**src/rtl/uart_tx_buffer.sv**
```systemverilog
// uart_tx_buffer: circular byte FIFO that launches one UART frame at a time and waits for tx_done.
// Optional handshake watchdog is compiled in with `define UART_TX_BUF_TIMEOUT_EN.
module uart_tx_buffer #(
   parameter int DEPTH          = 16,
   parameter int AW             = 4,
   parameter int TIMEOUT_CYCLES = 120000
) (
   input  logic          clk,
   input  logic          rst_n,
   input  logic          wr_en,
   input  logic [7:0]    wr_data,
   output logic          full,
   output logic          empty,
   output logic [AW:0]   count,
   output logic          overflow,
   input  logic          clr_overflow,
   output logic          busy,
   output logic          uart_start,
   output logic [7:0]    uart_data,
   input  logic          uart_tx_done,
   output logic          tx_timeout
);

   typedef enum logic {S_IDLE = 1'b0, S_WAIT = 1'b1} state_e;

   state_e        state_q, state_d;
   logic [7:0]    mem_q [DEPTH];
   logic [AW-1:0] wr_ptr_q, wr_ptr_d;
   logic [AW-1:0] rd_ptr_q, rd_ptr_d;
   logic [AW:0]   count_q, count_d;
   logic          overflow_q, overflow_d;
   logic          start_q, start_d;
   logic [7:0]    data_q, data_d;
   logic          push, launch, done_ok, timeout_hit;

   assign full   = (count_q == (AW+1)'(DEPTH));
   assign empty  = (count_q == '0);
   assign push   = wr_en && !full;
   assign launch = (state_q == S_IDLE) && !empty;
   // start_q is high exactly on the first WAIT cycle, where tx_done must be ignored
   assign done_ok = (state_q == S_WAIT) && uart_tx_done && !start_q;

`ifdef UART_TX_BUF_TIMEOUT_EN
   localparam int TW = $clog2(TIMEOUT_CYCLES + 1);

   logic [TW-1:0] tmr_q, tmr_d;
   logic          tx_timeout_q, tx_timeout_d;

   assign timeout_hit = (state_q == S_WAIT) && !done_ok && (tmr_q == TW'(TIMEOUT_CYCLES - 1));

   always_comb begin
      tmr_d = tmr_q;
      if (launch) begin
         tmr_d = '0;
      end else if (state_q == S_WAIT) begin
         tmr_d = tmr_q + 1'b1;
      end
      tx_timeout_d = tx_timeout_q | timeout_hit;
   end

   always_ff @(posedge clk or negedge rst_n) begin
      if (!rst_n) begin
         tmr_q        <= '0;
         tx_timeout_q <= 1'b0;
      end else begin
         tmr_q        <= tmr_d;
         tx_timeout_q <= tx_timeout_d;
      end
   end

   assign tx_timeout = tx_timeout_q;
`else
   logic unused_timeout_cfg;
   assign unused_timeout_cfg = (TIMEOUT_CYCLES > 0);
   assign timeout_hit        = 1'b0;
   assign tx_timeout         = 1'b0;
`endif

   always_ff @(posedge clk or negedge rst_n) begin
      if (!rst_n) begin
         state_q <= S_IDLE;
      end else begin
         state_q <= state_d;
      end
   end

   always_comb begin
      state_d = state_q;
      case (state_q)
         S_IDLE: if (launch) state_d = S_WAIT;
         S_WAIT: if (done_ok || timeout_hit) state_d = S_IDLE;
         default: state_d = S_IDLE;
      endcase
   end

   always_comb begin
      start_d = launch;
      data_d  = launch ? mem_q[rd_ptr_q] : data_q;
   end

   // FIFO bookkeeping; a write and a launch on the same edge leave count unchanged
   always_comb begin
      wr_ptr_d = push   ? wr_ptr_q + 1'b1 : wr_ptr_q;
      rd_ptr_d = launch ? rd_ptr_q + 1'b1 : rd_ptr_q;
      case ({push, launch})
         2'b10:   count_d = count_q + 1'b1;
         2'b01:   count_d = count_q - 1'b1;
         default: count_d = count_q;
      endcase
      if (wr_en && full) begin
         overflow_d = 1'b1;
      end else if (clr_overflow) begin
         overflow_d = 1'b0;
      end else begin
         overflow_d = overflow_q;
      end
   end

   always_ff @(posedge clk or negedge rst_n) begin
      if (!rst_n) begin
         wr_ptr_q   <= '0;
         rd_ptr_q   <= '0;
         count_q    <= '0;
         overflow_q <= 1'b0;
         start_q    <= 1'b0;
         data_q     <= 8'h00;
      end else begin
         wr_ptr_q   <= wr_ptr_d;
         rd_ptr_q   <= rd_ptr_d;
         count_q    <= count_d;
         overflow_q <= overflow_d;
         start_q    <= start_d;
         data_q     <= data_d;
      end
   end

   always_ff @(posedge clk) begin
      if (push) begin
         mem_q[wr_ptr_q] <= wr_data;
      end
   end

   assign count      = count_q;
   assign overflow   = overflow_q;
   assign busy       = (state_q == S_WAIT);
   assign uart_start = start_q;
   assign uart_data  = data_q;

endmodule

```
**config.mk**
```make
export PLATFORM = sky130hd
export DESIGN_NAME = uart_tx_buffer
export DESIGN_NICKNAME = d
export VERILOG_FILES = /design/src/rtl/uart_tx_buffer.sv
export SDC_FILE = /design/constraint.sdc
export NUM_CORES = 1
export LEC_CHECK = 0
export BUFFER_PORTS_ARGS = -buffer_cell sky130_fd_sc_hd__buf_4
export CAP_MARGIN = 10
export CORE_ASPECT_RATIO = 0.9
export CORE_MARGIN = 5
export CORE_UTILIZATION = 37
export DETAILED_ROUTE_END_ITERATION = 8
export GPL_TIMING_DRIVEN = 0
export MAX_ROUTING_LAYER = met4
export SLEW_MARGIN = 20
export SYNTH_ARGS = -nofsm -noshare
export SYNTH_HDL_FRONTEND = slang
export SYNTH_SLANG_ARGS = --single-unit
```
**constraint.sdc**
```tcl
create_clock -name clk -period 6.6 [get_ports clk]
set_clock_uncertainty 0.15 [all_clocks]
set_input_delay 0.66 -clock clk [delete_from_list [all_inputs] [get_ports clk]]
set_output_delay 0.66 -clock clk [all_outputs]
set_load 0.005 [all_outputs]
```
== After elaboration in Yosys (flattened, before gate mapping) ==
Memory sizes are Yosys's and may differ from the RTL's. A register that Yosys moved wholly into a read port is not among the register bits.
Cells that the tools add are included.

* Bits in writable memories: 128
* Logic and storage cells: 35
* Bits of input ports: 13
* Memories: 1
* Flip-flop bits (word level): 16
* Output and inout port bits: 19

{| class="wikitable"
|+ Memories
! memory !! words !! width !! rd ports !! clocked after Yosys merged registers in !! wr ports !! line !! source
|-
| mem_q || 16 || 8 || 1 || 1 || 1 || 27 || <nowiki>logic [7:0] mem_q [DEPTH];</nowiki>
|}

* Muxes and demuxes: 8
* $add $sub $neg: 4
* Reduce and logical (&&, ||, !) cells: 12
* Equality and inequality tests: 3
* Bitwise operators: 1

{| class="wikitable"
|+ Operator list
! kind !! count
|-
| $pmux W5 S2 || 1
|-
| $add A4 B1 Y4 const B || 2
|-
| $mux W1 || 6
|-
| $add A5 B1 Y5 const B || 1
|-
| $eq A5 B5 Y1 const B || 1
|-
| $logic_and A1 B1 Y1 || 5
|-
| $logic_not A5 Y1 || 1
|-
| $sub A5 B1 Y5 const B || 1
|-
| $logic_not A1 Y1 || 4
|-
| $reduce_bool A2 Y1 || 2
|-
| $eq A2 B1 Y1 const B || 1
|-
| $eq A2 B2 Y1 const B || 1
|-
| $pmux W1 S2 || 1
|-
| $not A1 Y1 || 1
|}

== Logic depth before layout (Yosys ltp) ==
* Depth after elaboration: 5
* Gate-level depth with buffers: 12
* Depth with buffers taken out: 10

== Least setup slack after synthesis ==
Ideal clock, no wire load.

* Path type: input to register
* Start: input wr_en
* End: register count_q[4] (netlist: count[4])
* Slack: 4.001 ns
* Required time: 6.327 ns
* Path buffers: 1
* Setup time: 0.123 ns
* Cell stages on the path: 10
* Data arrival time: 2.326 ns
* Cell sequence: a21boi_2 -> inv_1 -> ha_1 -> buf_2 -> xor2_1 -> ha_1 -> o211a_1 -> o31ai_1 -> a31oi_1 -> xnor2_1

* Word-level cells in the longest chain between the ends: 3
* Elaborated cells on any way between the ends: 5
* Classes of those cells: 2 x eq/ne; 1 x mux; 2 x reduce/logical

{| class="wikitable"
|+ Ends and longest elaborated chain
! element !! line !! source
|-
| from (decl) || 10 || <nowiki>input logic wr_en,</nowiki>
|-
| $logic_and A1 B1 Y1 (*) || 38 || <nowiki>assign push = wr_en && !full;</nowiki>
|-
| $eq A2 B1 Y1 or $eq A2 B2 Y1 (tied branches) || 105 || <nowiki>case ({push, launch})</nowiki>
|-
| $pmux W5 S2 or $reduce_bool A2 Y1 (tied branches) || -- ||
|-
| to (signal assigned) || 130 || <nowiki>count_q <= count_d;</nowiki>
|-
| to (decl) || 30 || <nowiki>logic [AW:0] count_q, count_d;</nowiki>
|}

Every way passes the cells marked *; elsewhere a longest branch is shown, timed or not.
A chain may end at the register's enable or synchronous reset.

== Final worst setup path ==
* Start: register count_q[1] (netlist: count[1])
* End: register count_q[4] (netlist: count[4])

* Word-level cells in the longest chain between the ends: 5
* Elaborated cells on any way between the ends: 12
* Classes of those cells: 2 x add/sub; 3 x eq/ne; 1 x mux; 6 x reduce/logical

{| class="wikitable"
|+ Ends and longest elaborated chain
! element !! line !! source
|-
| $logic_not A5 Y1 (*) || 37 || <nowiki>assign empty = (count_q == '0);</nowiki>
|-
| $logic_not A1 Y1 (*) || 39 || <nowiki>assign launch = (state_q == S_IDLE) && !empty;</nowiki>
|-
| $logic_and A1 B1 Y1 (*) || 39 ||
|-
| named net launch || 34 || <nowiki>logic push, launch, done_ok, timeout_hit;</nowiki>
|-
| $eq A2 B1 Y1 or $eq A2 B2 Y1 (tied branches) || 105 ||
|-
| $pmux W5 S2 or $reduce_bool A2 Y1 (tied branches) || -- ||
|}

The timed path passes the listed nets; every way through them passes the cells marked *.

==> impl_metrics.yaml <==
status:
  run_status: "finished, final reports clean"
cts:
  clock_tree.buffer_depth: 2
  clk_pin_slew_ps: 60
  h-tree-depth: 4
  cts_resized: 0
  cts_tree: "yes"
  cts_root_buffer: "clkbuf_16"
  worstSkewPairLatency_ps: 420
  cts_hold_buffers: 0
  post_cts_buffers: 0
  cts_buffers: 17
  cts_sinks: 152
drt:
  drtIter0Drc: 202
  ant_nets: 0
  vias: 3050
  avgViaCountPerCell: 5.109
  wl_um: 12050
  drc_errors: 0
  post_drt_wl_per_cell_um: 20.19
  first_pass_iters: 5
global_route:
  grt_pass1_wl_um: 18730
  grt_max_degree: 25
  antenna_found_initial: 0
  grt_overflow: 0
  grtUsageTotal_pct: 13.56
  first_global_vias: 3158
finish:
  diodes: 0
  stdcell_area_um2: 7226
  n_fill_cell: 1425
  drive_gt1_share_pct: 28.21
  areaGrowthSynthToFinish_pct: 17.83
  nets: 399
  instances_no_fill: 597
  fin_util_pct: 44.64
sta:
  rsz0062_at_grt: "false"
  fmax_mhz: 357.9
  fin_setup_tns_ps: 0
  period_share_pct: 42.33
  finalSetupViolations: 0
  finalMaxSlewViolations: 0
  max_slew.worst_pin.slew_ps: 947.2
  relSlewSlack_pct: 36.62
  hold_viol: 0
  period_needed_ps: 2794
floorplan:
  initial_core_util_pct: 37.89
  rows: 44
  die_y_um: 132.1
  dieArea_um2: 19250
  io_pins: 32
  die_width_um: 145.7
  core-area_um2: 16190
pwr:
  powerDensity_nw_per_um2: 429.4
  leakagePower_nw: 2.547
  peakVddDrop_v: 0.0002028
placement:
  port-buffer-count: 30
  placed_cell_area_um2: 6659
  dp_hpwl_um: 7890
  dp_cells: 565
  place.gp.congestion: 0.7492
yosys:
  yosysWarnings: 0
  syn_area_um2: 6132
  yosysMostFrequentCell: "edfxtp_1"
  synth_seq_area_share_pct: 72.48
  synthArstFlopShare_pct: 15.79
  syn_nets: 347
  netlist_instances: 325
  synth-edff-count: 128
  synth_top_cell_by_area: "edfxtp_1"
  syn_area_per_cell_um2: 18.87
  yosys-top-cells-count: "128 x edfxtp_1, 28 x mux4_2, 24 x dfrtp_1, 23 x nand2_1, 18 x nor2_1"
  synthFlopType: "edfxtp_1"
  synth_seq_cells: 152
  yosysTopAreaCellShare_pct: 62.68
  synth.distinct_cells: 40
  synth.area.top_cells: "edfxtp_1 63%, mux4_2 10%, dfrtp_1 9.8%"
job:
  maxCapViolations: 0
min_path:
  worstHoldPathType: "primary input to async pin"
worst_setup_path:
  crit_start: "count[1]"
  cp.required_ps: 6750
  cp.arrival_ps: 2940
  crit_type: "flip-flop to flip-flop"
  r2r-start: "count[1]"
  critPathMaxFanout: 8
  cp-start-kind: "flip-flop"
  worstSetupEndpointType: "flip-flop"
==> power breakdown <==
| group | internal, mW | switching, mW | leakage [nW] |
|---|---|---|---|
| registers | 1.19 | 0.0772 | 1.45 |
| clock network | 0.559 | 0.372 | 0.265 |
| logic | 0.428 | 0.473 | 0.836 |
| total | 2.18 | 0.922 | 2.55 |
==> final timing paths <==
path,end,depth (start not counted),slack (ps)
setup / recovery,count[4],11,3810
setup reg to reg,count[4],11,3810
max in group asynchronous,uart_data[5],1,6040
min in group clk,overflow,2,340
hold / removal,count[3],1,0.002
hold reg to reg,busy,1,370
==> registers in the layout, summed over array words and instances (netlist names) <==
| name | count |
|---|---|
| rd_ptr_q | 4 |
| busy | 1 |
| overflow | 1 |
| uart_data | 8 |
| count | 5 |
| wr_ptr_q | 4 |
| mem_q | 128 |
| uart_start | 1 |
==> logic make-up after synthesis <==
group                    synth area share, %
AO/OA/AOI/OAI                          3.000
XOR/XNOR                               1.428
AND/OR/NAND/NOR                        3.999
other                                0.06115
multiplexers                           14.79
buffers and inverters                  2.407
flip-flops                             72.48
adder cells (fa/ha/maj)                1.836
==> worst max-delay path, stage by stage (launching register included) <==
cell	delay [ps]
dfrtp_1	460
nor4_2	400
a21o_1	200
inv_2	80
ha_1	200
buf_2	170
xor2_1	150
ha_1	220
o211a_1	210
o31ai_1	210
a31oi_1	90
xnor2_1	130
==> cell usage in the layout, fill, tap and decap left out, types with 6 or more instances in the layout <==
master,synthesis,routed
buf_2,8,8
buf_4,1,34
clkbuf_1,3,8
clkbuf_16,0,17
dfrtp_1,24,24
edfxtp_1,128,128
ha_1,9,9
inv_1,6,6
mux2i_1,16,16
mux4_2,28,28
nand2_1,23,23
nor2_1,18,18
o221ai_1,8,8
xnor2_1,7,7
==> through the flow <==
step	worst slack (ps)	hold slack, ps	power (mW)
3_3_place_gp	3514	341.9	2.171
4_1_cts	3807	1.534	3.139
5_1_grt	3582	4.604	3.269
6_report	3806	0.001554	3.103
3_5_place_dp	3703	357.5	2.204
2_1_floorplan	4001	214.4	1.895
==> layout make-up <==
cell class / instances / area (um^2) / area share (%)
sequential: 152 / 4444 / 61.51
multi-input combinational: 148 / 1560 / 21.59
clock buffer: 22 / 444.2 / 6.147
tap: 207 / 259.0 / 3.584
timing repair buffer: 33 / 247.7 / 3.429
clock inverter: 10 / 122.6 / 1.697
buffer: 18 / 121.4 / 1.680
inverter: 7 / 26.28 / 0.3636
==> metal layers <==
metal  up-vias  part of all wire [%]  wire length, um  track usage (%)
met2        82                    48             5731            20.30
met4         0                   1.1              130            4.093
met1      1571                    45             5479            18.06
li1       1383                     -                -                -
met3        14                   5.9              711            3.988
met5         -                     0                0                -
No activity file was read; power rests on OpenSTA's default activity.
